==> src/rtl/traffic_phase_sched.sv <==
// Two-way intersection phase scheduler: NS/EW green, yellow and all-red clearance
// driven by a tick time base, with demand latches that gate the hand-off from green.
module traffic_phase_sched #(
    parameter int NS_GREEN_T = 32,
    parameter int EW_GREEN_T = 16,
    parameter int YEL_T      = 4,
    parameter int ALLRED_T   = 1
) (
    input  logic       clk,
    input  logic       rst_n,
    input  logic       tick,
    input  logic       ns_detect,
    input  logic       ew_detect,
    output logic       ns_red,
    output logic       ns_yellow,
    output logic       ns_green,
    output logic       ew_red,
    output logic       ew_yellow,
    output logic       ew_green,
    output logic [2:0] phase,
    output logic [5:0] timer
);

    localparam logic [2:0] S_NS_G = 3'd0;
    localparam logic [2:0] S_NS_Y = 3'd1;
    localparam logic [2:0] S_AR_1 = 3'd2;
    localparam logic [2:0] S_EW_G = 3'd3;
    localparam logic [2:0] S_EW_Y = 3'd4;
    localparam logic [2:0] S_AR_2 = 3'd5;

    logic [2:0] r_state;
    logic [2:0] w_next_state;
    logic [5:0] r_timer;
    logic [5:0] w_next_timer;
    logic       r_ns_req;
    logic       r_ew_req;
    logic [2:0] r_ns_lamp;   // {red, yellow, green}
    logic [2:0] r_ew_lamp;
    logic [2:0] w_ns_lamp;
    logic [2:0] w_ew_lamp;
    logic       w_expire;

    function automatic logic [5:0] load_value(input logic [2:0] s);
        case (s)
            S_NS_G:         return 6'(NS_GREEN_T - 1);
            S_EW_G:         return 6'(EW_GREEN_T - 1);
            S_NS_Y, S_EW_Y: return 6'(YEL_T - 1);
            default:        return 6'(ALLRED_T - 1);
        endcase
    endfunction

    assign w_expire = tick && (r_timer == 6'd0);

    // State register: timer, demand latches and lamps all move with the state.
    always_ff @(posedge clk) begin
        // NOTE: reset is sampled on the clock edge, so it wins over every other update in that edge.
        if (!rst_n) begin
            r_state   <= S_AR_2;
            r_timer   <= 6'(ALLRED_T - 1);
            r_ns_req  <= 1'b0;
            r_ew_req  <= 1'b0;
            r_ns_lamp <= 3'b100;
            r_ew_lamp <= 3'b100;
        end else begin
            // NOTE: non-blocking updates so every register here sees the pre-edge values.
            r_state   <= w_next_state;
            r_timer   <= w_next_timer;
            r_ns_lamp <= w_ns_lamp;
            r_ew_lamp <= w_ew_lamp;
            // Entry clear has priority so a detect on the entry cycle is absorbed by the green.
            if (w_next_state == S_NS_G && r_state != S_NS_G)
                r_ns_req <= 1'b0;
            else if (ns_detect && r_state != S_NS_G)
                r_ns_req <= 1'b1;
            if (w_next_state == S_EW_G && r_state != S_EW_G)
                r_ew_req <= 1'b0;
            else if (ew_detect && r_state != S_EW_G)
                r_ew_req <= 1'b1;
        end
    end

    // Next-state and timer logic; green is only released when the other side has demand.
    always_comb begin
        // NOTE: defaults first keep every path assigned, so no latch is inferred.
        w_next_state = r_state;
        w_next_timer = r_timer;
        case (r_state)
            S_NS_G: if (w_expire && (r_ew_req || ew_detect)) w_next_state = S_NS_Y;
            S_NS_Y: if (w_expire) w_next_state = S_AR_1;
            S_AR_1: if (w_expire) w_next_state = S_EW_G;
            S_EW_G: if (w_expire && (r_ns_req || ns_detect)) w_next_state = S_EW_Y;
            S_EW_Y: if (w_expire) w_next_state = S_AR_2;
            S_AR_2: if (w_expire) w_next_state = S_NS_G;
            default: w_next_state = S_AR_2;
        endcase
        if (w_next_state != r_state)
            w_next_timer = load_value(w_next_state);
        else if (tick && r_timer != 6'd0)
            w_next_timer = r_timer - 6'd1;
    end

    // Lamp decode from the next state so registered lamps line up with phase.
    always_comb begin
        w_ns_lamp = 3'b100;
        w_ew_lamp = 3'b100;
        case (w_next_state)
            S_NS_G:  w_ns_lamp = 3'b001;
            S_NS_Y:  w_ns_lamp = 3'b010;
            S_EW_G:  w_ew_lamp = 3'b001;
            S_EW_Y:  w_ew_lamp = 3'b010;
            default: ;
        endcase
    end

    assign {ns_red, ns_yellow, ns_green} = r_ns_lamp;
    assign {ew_red, ew_yellow, ew_green} = r_ew_lamp;
    assign phase = r_state;
    assign timer = r_timer;

endmodule

==> config.mk <==
export PLATFORM = sky130hd
export DESIGN_NAME = traffic_phase_sched
export DESIGN_NICKNAME = d
export VERILOG_FILES = /design/src/rtl/traffic_phase_sched.sv
export SDC_FILE = /design/constraint.sdc
export NUM_CORES = 1
export LEC_CHECK = 0
export ABC_AREA = 1
export BUFFER_PORTS_ARGS = -buffer_cell sky130_fd_sc_hd__buf_4
export CORE_ASPECT_RATIO = 0.9
export CORE_MARGIN = 2
export CORE_UTILIZATION = 33
export DETAILED_ROUTE_END_ITERATION = 6
export GPL_TIMING_DRIVEN = 0
export PLACE_DENSITY = 0.55
export SLEW_MARGIN = 10
export SYNTH_ARGS = -nofsm -noshare
export SYNTH_HDL_FRONTEND = slang
export SYNTH_SLANG_ARGS = --single-unit
==> constraint.sdc <==
create_clock -name clk -period 1.73 [get_ports clk]
set_input_delay 0.0865 -clock clk [delete_from_list [all_inputs] [get_ports clk]]
set_output_delay 0.0865 -clock clk [all_outputs]
set_load 0.005 [all_outputs]
==> results_dict.tcl, run 1 <==
set metrics [dict create \
    antenna_left 0 \
    initial_utilization 0.357 \
    wl_per_cell_um 12.5 \
    worst_skew_pair.late_latency_ns 0.31 \
    critPathMaxFanout 7 \
    grt_overflow_total 0 \
    synth_seq_cells 17 \
    htreeDepth 1 \
    status "finished with violations" \
    dr.pass1.iters 4 \
    dieArea_sq_mm 0.00350 \
    netlist_area_sq_mm 0.00100 \
    hold_viol_final 0 \
    post-route-worst-setup-slack_ns -0.0592 \
    max_freq_ghz 0.559 \
    grt_pass1_vias 893 \
    synthTopCellsByArea "dfxtp_1 34%, nand2_1 11%, inv_1 7.5%" \
    hpwl_mm 1.74 \
    clock_sinks 17 \
    die_h_um 56.3 \
    placed_cells 200 \
    async_flop_share 0 \
    ff2ff_setup_slack_ns -0.06 \
    synth_cell_types 27 \
    die_w_um 62.2 \
    p_leak_nw 0.683 \
    finClkSkew_ns 0.0117 \
    cts-root-buf "clkbuf_4" \
    clk_pin_slew_ns 0.12 \
    critical_path_class "reg2reg" \
    netlist_instances 142 \
    rows 18 \
    first_iter_violations 27 \
    syn_to_final_growth_pct 41.7 \
    cp_data_required_time_ns 1.95 \
    seqCellArea_sq_um 357 \
    critPathLaunchType "flip-flop" \
    violations "negative setup slack" \
    cts_buffers 3 \
    finalSetupTns_ns -0.168 \
    finalNetCount 183 \
    drive_above_1_share 0.451 \
    p_per_area_mw_per_mm2 1760 \
    ir_drop_v 0.000567 \
    grt_pass1_wl_mm 4.24 \
    drt-vias-per-instance 4.82 \
    worst_slew_pin_slew_ns 0.448 \
    syn-num-nets 149 \
    vias 1036 \
    fin_cells 215 \
    nFillCells 276 \
    rsz0062_at_grt "yes" \
    synth_top_area_frac 0.339 \
    hold_path.class "in2reg" \
    grt_max_degree 11 \
    gp_congestion 0.857 \
    insertedDiodeCount 0 \
    setup_violations 4 \
    cts_hold_buf 0 \
    synthFlopType "dfxtp_1" \
    drv_cap 0 \
    drc 0 \
    cp_data_arrival_time_ns 2.01 \
    cp-end-kind "flip-flop" \
    yosysWarnings 0 \
    drv_slew 0 \
    period_share 1.03 \
    cts_tree "built" \
    grtUsageTotal 0.151 \
    placedInstanceArea_sq_mm 0.00119 \
    multi_input_area_sq_um 687 \
    port_buffers 18 \
    synth_top_area_cell "dfxtp_1" \
    antenna_found_initial 0 \
    slew_headroom 0.701 \
    synth_enable_flop_cells 0 \
    fin_area_sq_mm 0.00142 \
    min_period_ns 1.79 \
    io_pins 20 \
    avgSynthCellArea_sq_um 7.08 \
    clock_path_buffers 2 \
    yosysSeqAreaShare 0.339 \
    core-area_sq_mm 0.00282 \
    routed_wl_mm 2.68 \
]
## flip-flops by register name, indices dropped and copies added, names as in the netlist
| register | flops |
|---|---|
| phase | 3 |
| r_ew_lamp | 3 |
| r_ew_req | 1 |
| r_ns_lamp | 3 |
| r_ns_req | 1 |
| timer | 6 |
## power by group
group          internal (mW)  switching, mW
Clock                 0.0864          0.145
Combinational          0.733          0.908
Sequential             0.518          0.115
## synth_stat cells (2+ instances only)
master	n
nand2_1	30
inv_1	20
dfxtp_1	17
nor2_1	17
nand3_1	8
nand4_1	8
nor2_2	5
nand2_2	4
xor2_1	4
inv_2	3
nand3_2	3
o211ai_1	3
a21oi_1	2
ha_1	2
nor2_4	2
nor2b_2	2
nor3_1	2
## worst max-delay path: stages, from the launching register on
cell	delay, ns
dfxtp_2	0.38
nor2_4	0.19
nand2_4	0.07
nor2_4	0.12
nand3_2	0.10
nand2_4	0.15
nand4_1	0.24
nand2_4	0.19
nand3_2	0.07
o21ai_1	0.13
nor2_1	0.06
## worst paths after layout
path,from,to,cells after the start
max,timer[4],timer[1],10
min,ew_detect,r_ew_req,5
max reg2reg,timer[4],timer[1],10
min reg2reg,r_ew_req,r_ew_req,2
## cells in the final DEF, fill, tap and decap left out, types with 2 or more instances in the layout
cell | Yosys | routed
clkbuf_4 | 0 | 3
nor2_2 | 5 | 2
xor2_1 | 4 | 4
nand3_1 | 8 | 5
inv_1 | 20 | 18
nand4_1 | 8 | 8
nand2_4 | 1 | 3
nor2_4 | 2 | 7
nand2_2 | 4 | 8
nand2_1 | 30 | 25
nor2_1 | 17 | 15
dfxtp_2 | 0 | 7
dfxtp_4 | 0 | 2
buf_4 | 0 | 28
nor3_1 | 2 | 2
o211ai_1 | 3 | 3
nand3_2 | 3 | 6
inv_2 | 3 | 4
a21oi_1 | 2 | 2
dfxtp_1 | 17 | 8
## per-layer routing
layer / track usage / wire (um) / vias to the layer above
li1: - / - / 522
met1: 0.208 / 1330 / 480
met2: 0.233 / 1180 / 26
met3: 0.0301 / 118 / 8
met4: 0.0571 / 54 / 0
met5: 0 / 0 / -
## final cells by class
type / count / share of cell area
Inverter: 23 / 0.0624
Multi-Input combinational cell: 102 / 0.482
Timing Repair Buffer: 28 / 0.148
Clock buffer: 3 / 0.0158
Sequential cell: 17 / 0.250
Clock inverter: 1 / 0.00351
Tap cell: 40 / 0.0351
Buffer: 1 / 0.00264
## cell families after synthesis
logic type | share of synthesized area
compound gates | 0.0722
xor+xnor | 0.0436
fa+ha+maj | 0.0249
buf+inv | 0.0897
flops | 0.339
simple gates | 0.431
## stage by stage
| step | worst slack (ns) | hold slack (ns) | total power, mW | util |
|---|---|---|---|---|
| 5_1_grt | -0.141 | 0.137 | 2.73 | 0.506 |
| 3_3_place_gp | -0.134 | 0.454 | 1.83 | 0.423 |
| 2_1_floorplan | 0.0667 | 0.340 | 1.51 | - |
| 3_5_place_dp | -0.165 | 0.449 | 1.85 | 0.423 |
| 4_1_cts | -0.00482 | 0.132 | 2.32 | 0.474 |
| 6_report | -0.0592 | 0.142 | 2.51 | 0.506 |
## repair_timing
| action | in CTS | in global routing |
|---|---|---|
| setup buffers | 5 | 5 |
| pin swaps | 8 | 15 |
| gates cloned | 1 | 0 |
| endpoints found under the setup margin | 6 | 7 |
| gates resized for setup | 24 | 14 |
Note: power is estimated with default switching activity, not from simulation.
==> run 2: changes to the inputs <==
--- a/config.mk
+++ b/config.mk
@@ -7,12 +7,11 @@
 export LEC_CHECK = 0
 export ABC_AREA = 1
 export BUFFER_PORTS_ARGS = -buffer_cell sky130_fd_sc_hd__buf_4
-export CORE_ASPECT_RATIO = 0.9
 export CORE_MARGIN = 2
 export CORE_UTILIZATION = 33
 export DETAILED_ROUTE_END_ITERATION = 6
-export GPL_TIMING_DRIVEN = 0
 export PLACE_DENSITY = 0.55
+export REMOVE_ABC_BUFFERS = 1
 export SLEW_MARGIN = 10
 export SYNTH_ARGS = -nofsm -noshare
 export SYNTH_HDL_FRONTEND = slang
==> results_dict.tcl, run 2 (synthesis gave the netlist of run 1 again) <==
set metrics [dict create \
    worst_slew_pin_slew_ns 0.340 \
    cp_data_arrival_time_ns 1.93 \
    p_per_area_mw_per_mm2 1720 \
    initial_utilization 0.337 \
    fin_cells 214 \
    drc 0 \
    htreeDepth 1 \
    drv_slew 0 \
    finClkSkew_ns 0.00855 \
    critical_path_class "reg2reg" \
    insertedDiodeCount 0 \
    final_cell_mix "34 x buf_4, 27 x nand2_1, 18 x inv_1" \
    cp-end-kind "flip-flop" \
    drv_cap 0 \
    hold_path.class "in2reg" \
    fin_area_sq_mm 0.00144 \
    p_leak_nw 0.712 \
    syn_to_final_growth_pct 43.6 \
    vias 1026 \
    mostFrequentLayoutCell "buf_4" \
    drt-vias-per-instance 4.79 \
    cp_data_required_time_ns 1.97 \
    status "complete, no violations" \
    rows 20 \
    critPathLaunchType "flip-flop" \
    worst_skew_pair.late_latency_ns 0.29 \
    cts-root-buf "clkbuf_4" \
    slew_headroom 0.772 \
    critPathMaxFanout 6 \
    min_period_ns 1.70 \
    dr.pass1.iters 4 \
    hpwl_mm 1.97 \
    die_h_um 59.2 \
    period_share 0.980 \
    antenna_found_initial 0 \
    wl_per_cell_um 12.2 \
    first_iter_violations 20 \
    core-area_sq_mm 0.00298 \
    clock_path_buffers 2 \
    grt_pass1_wl_mm 4.31 \
    min_path_cells 2 \
    port_buffers 19 \
    nFillCells 307 \
    dieArea_sq_mm 0.00350 \
    ir_drop_v 0.000767 \
    grt_max_degree 11 \
    clk_pin_slew_ns 0.11 \
    gp_congestion 0.863 \
    dp_slack_ns -0.0815 \
    clock_sinks 17 \
    grt_pass1_vias 983 \
    grtUsageTotal 0.161 \
    hold_viol_final 0 \
    placedInstanceArea_sq_mm 0.00129 \
    rsz0062_at_grt "yes" \
    max_freq_ghz 0.590 \
    largest_reg_flops 6 \
    io_pins 20 \
    r2r_cells 11 \
    cts_buffers 3 \
    die_w_um 59.2 \
    finalNetCount 189 \
    drive_above_1_share 0.431 \
    placed_cells 207 \
    setup_violations 0 \
    post-route-worst-setup-slack_ns 0.0345 \
    grt_overflow_total 0 \
    cts_tree "built" \
    antenna_left 0 \
    routed_wl_mm 2.62 \
]
run 2: cell types whose count changed in the layout (fill, tap and decap cells not counted), moves of 2 or more:
cell     previous run  this run
buf_4              28        34
dfxtp_1             8        13
dfxtp_2             7         4
dfxtp_4             2         0
nand2_1            25        27
run 2: power breakdown:
| part | switching (mW) | leakage (nW) | internal, mW |
|---|---|---|---|
| Sequential | 0.0794 | 0.141 | 0.507 |
| Combinational | 0.908 | 0.554 | 0.764 |
| Clock | 0.131 | 0.0177 | 0.0860 |
| Total | 1.12 | 0.712 | 1.36 |
run 2: path summary, 6_finish.rpt:
kind	start	end	slack (ns)
worst max-delay path	timer[0]	timer[4]	0.03
worst min-delay path	rst_n	phase[0]	0.04
worst max register to register	timer[0]	timer[4]	0.03
worst min register to register	r_ew_req	r_ew_req	0.51
run 2: final cells by class:
cell class                 count  area [sq um]  share of cell area
clock inverter                 1          5.00             0.00347
tap                           33          41.3              0.0286
inverter                      23          86.3              0.0598
multi-input combinational    102           667               0.462
clock buffer                   3          22.5              0.0156
timing repair buffer          35           275               0.191
sequential                    17           345               0.239
run 2: critical path: stages (launching register included):
cell	delay, ns
dfxtp_2	0.34
inv_2	0.08
ha_4	0.16
nand2_4	0.06
nor2_4	0.13
nand3_2	0.09
nand2_4	0.12
nand3_2	0.11
nand2_1	0.09
nand3_2	0.10
or2_1	0.25
a21oi_2	0.11
run 2: through the flow:
| stage | hold slack, ns | TNS [ns] | power [mW] | utilization |
|---|---|---|---|---|
| finish | 0.0441 | 0 | 2.48 | 0.484 |
| global route | 0.0435 | -0.490 | 2.68 | 0.484 |
| CTS | 0.0302 | 0 | 2.38 | 0.462 |
| detailed placement | 0.340 | -0.251 | 2.03 | 0.433 |
| global placement | 0.337 | -0.0973 | 2.01 | 0.433 |
| floorplan | 0.155 | 0 | 1.51 | - |
run 2: timing repair:
action                                  in CTS  in global routing
endpoints found under the hold margin        0                  0
hold buffers                                 0                  0
pin swaps                                    3                  8
endpoints found under the setup margin       6                  7
gates resized for setup                     11                 15
setup buffers                                1                  1
cloned                                       0                  1
run 2: per-layer routing:
metal  share of wire  global-route usage  up-vias
met4          0.0042              0.0390        0
met1            0.45               0.206      476
met2            0.52               0.281       14
li1                -                   -      534
met5               0                   0        -
met3           0.027              0.0284        2
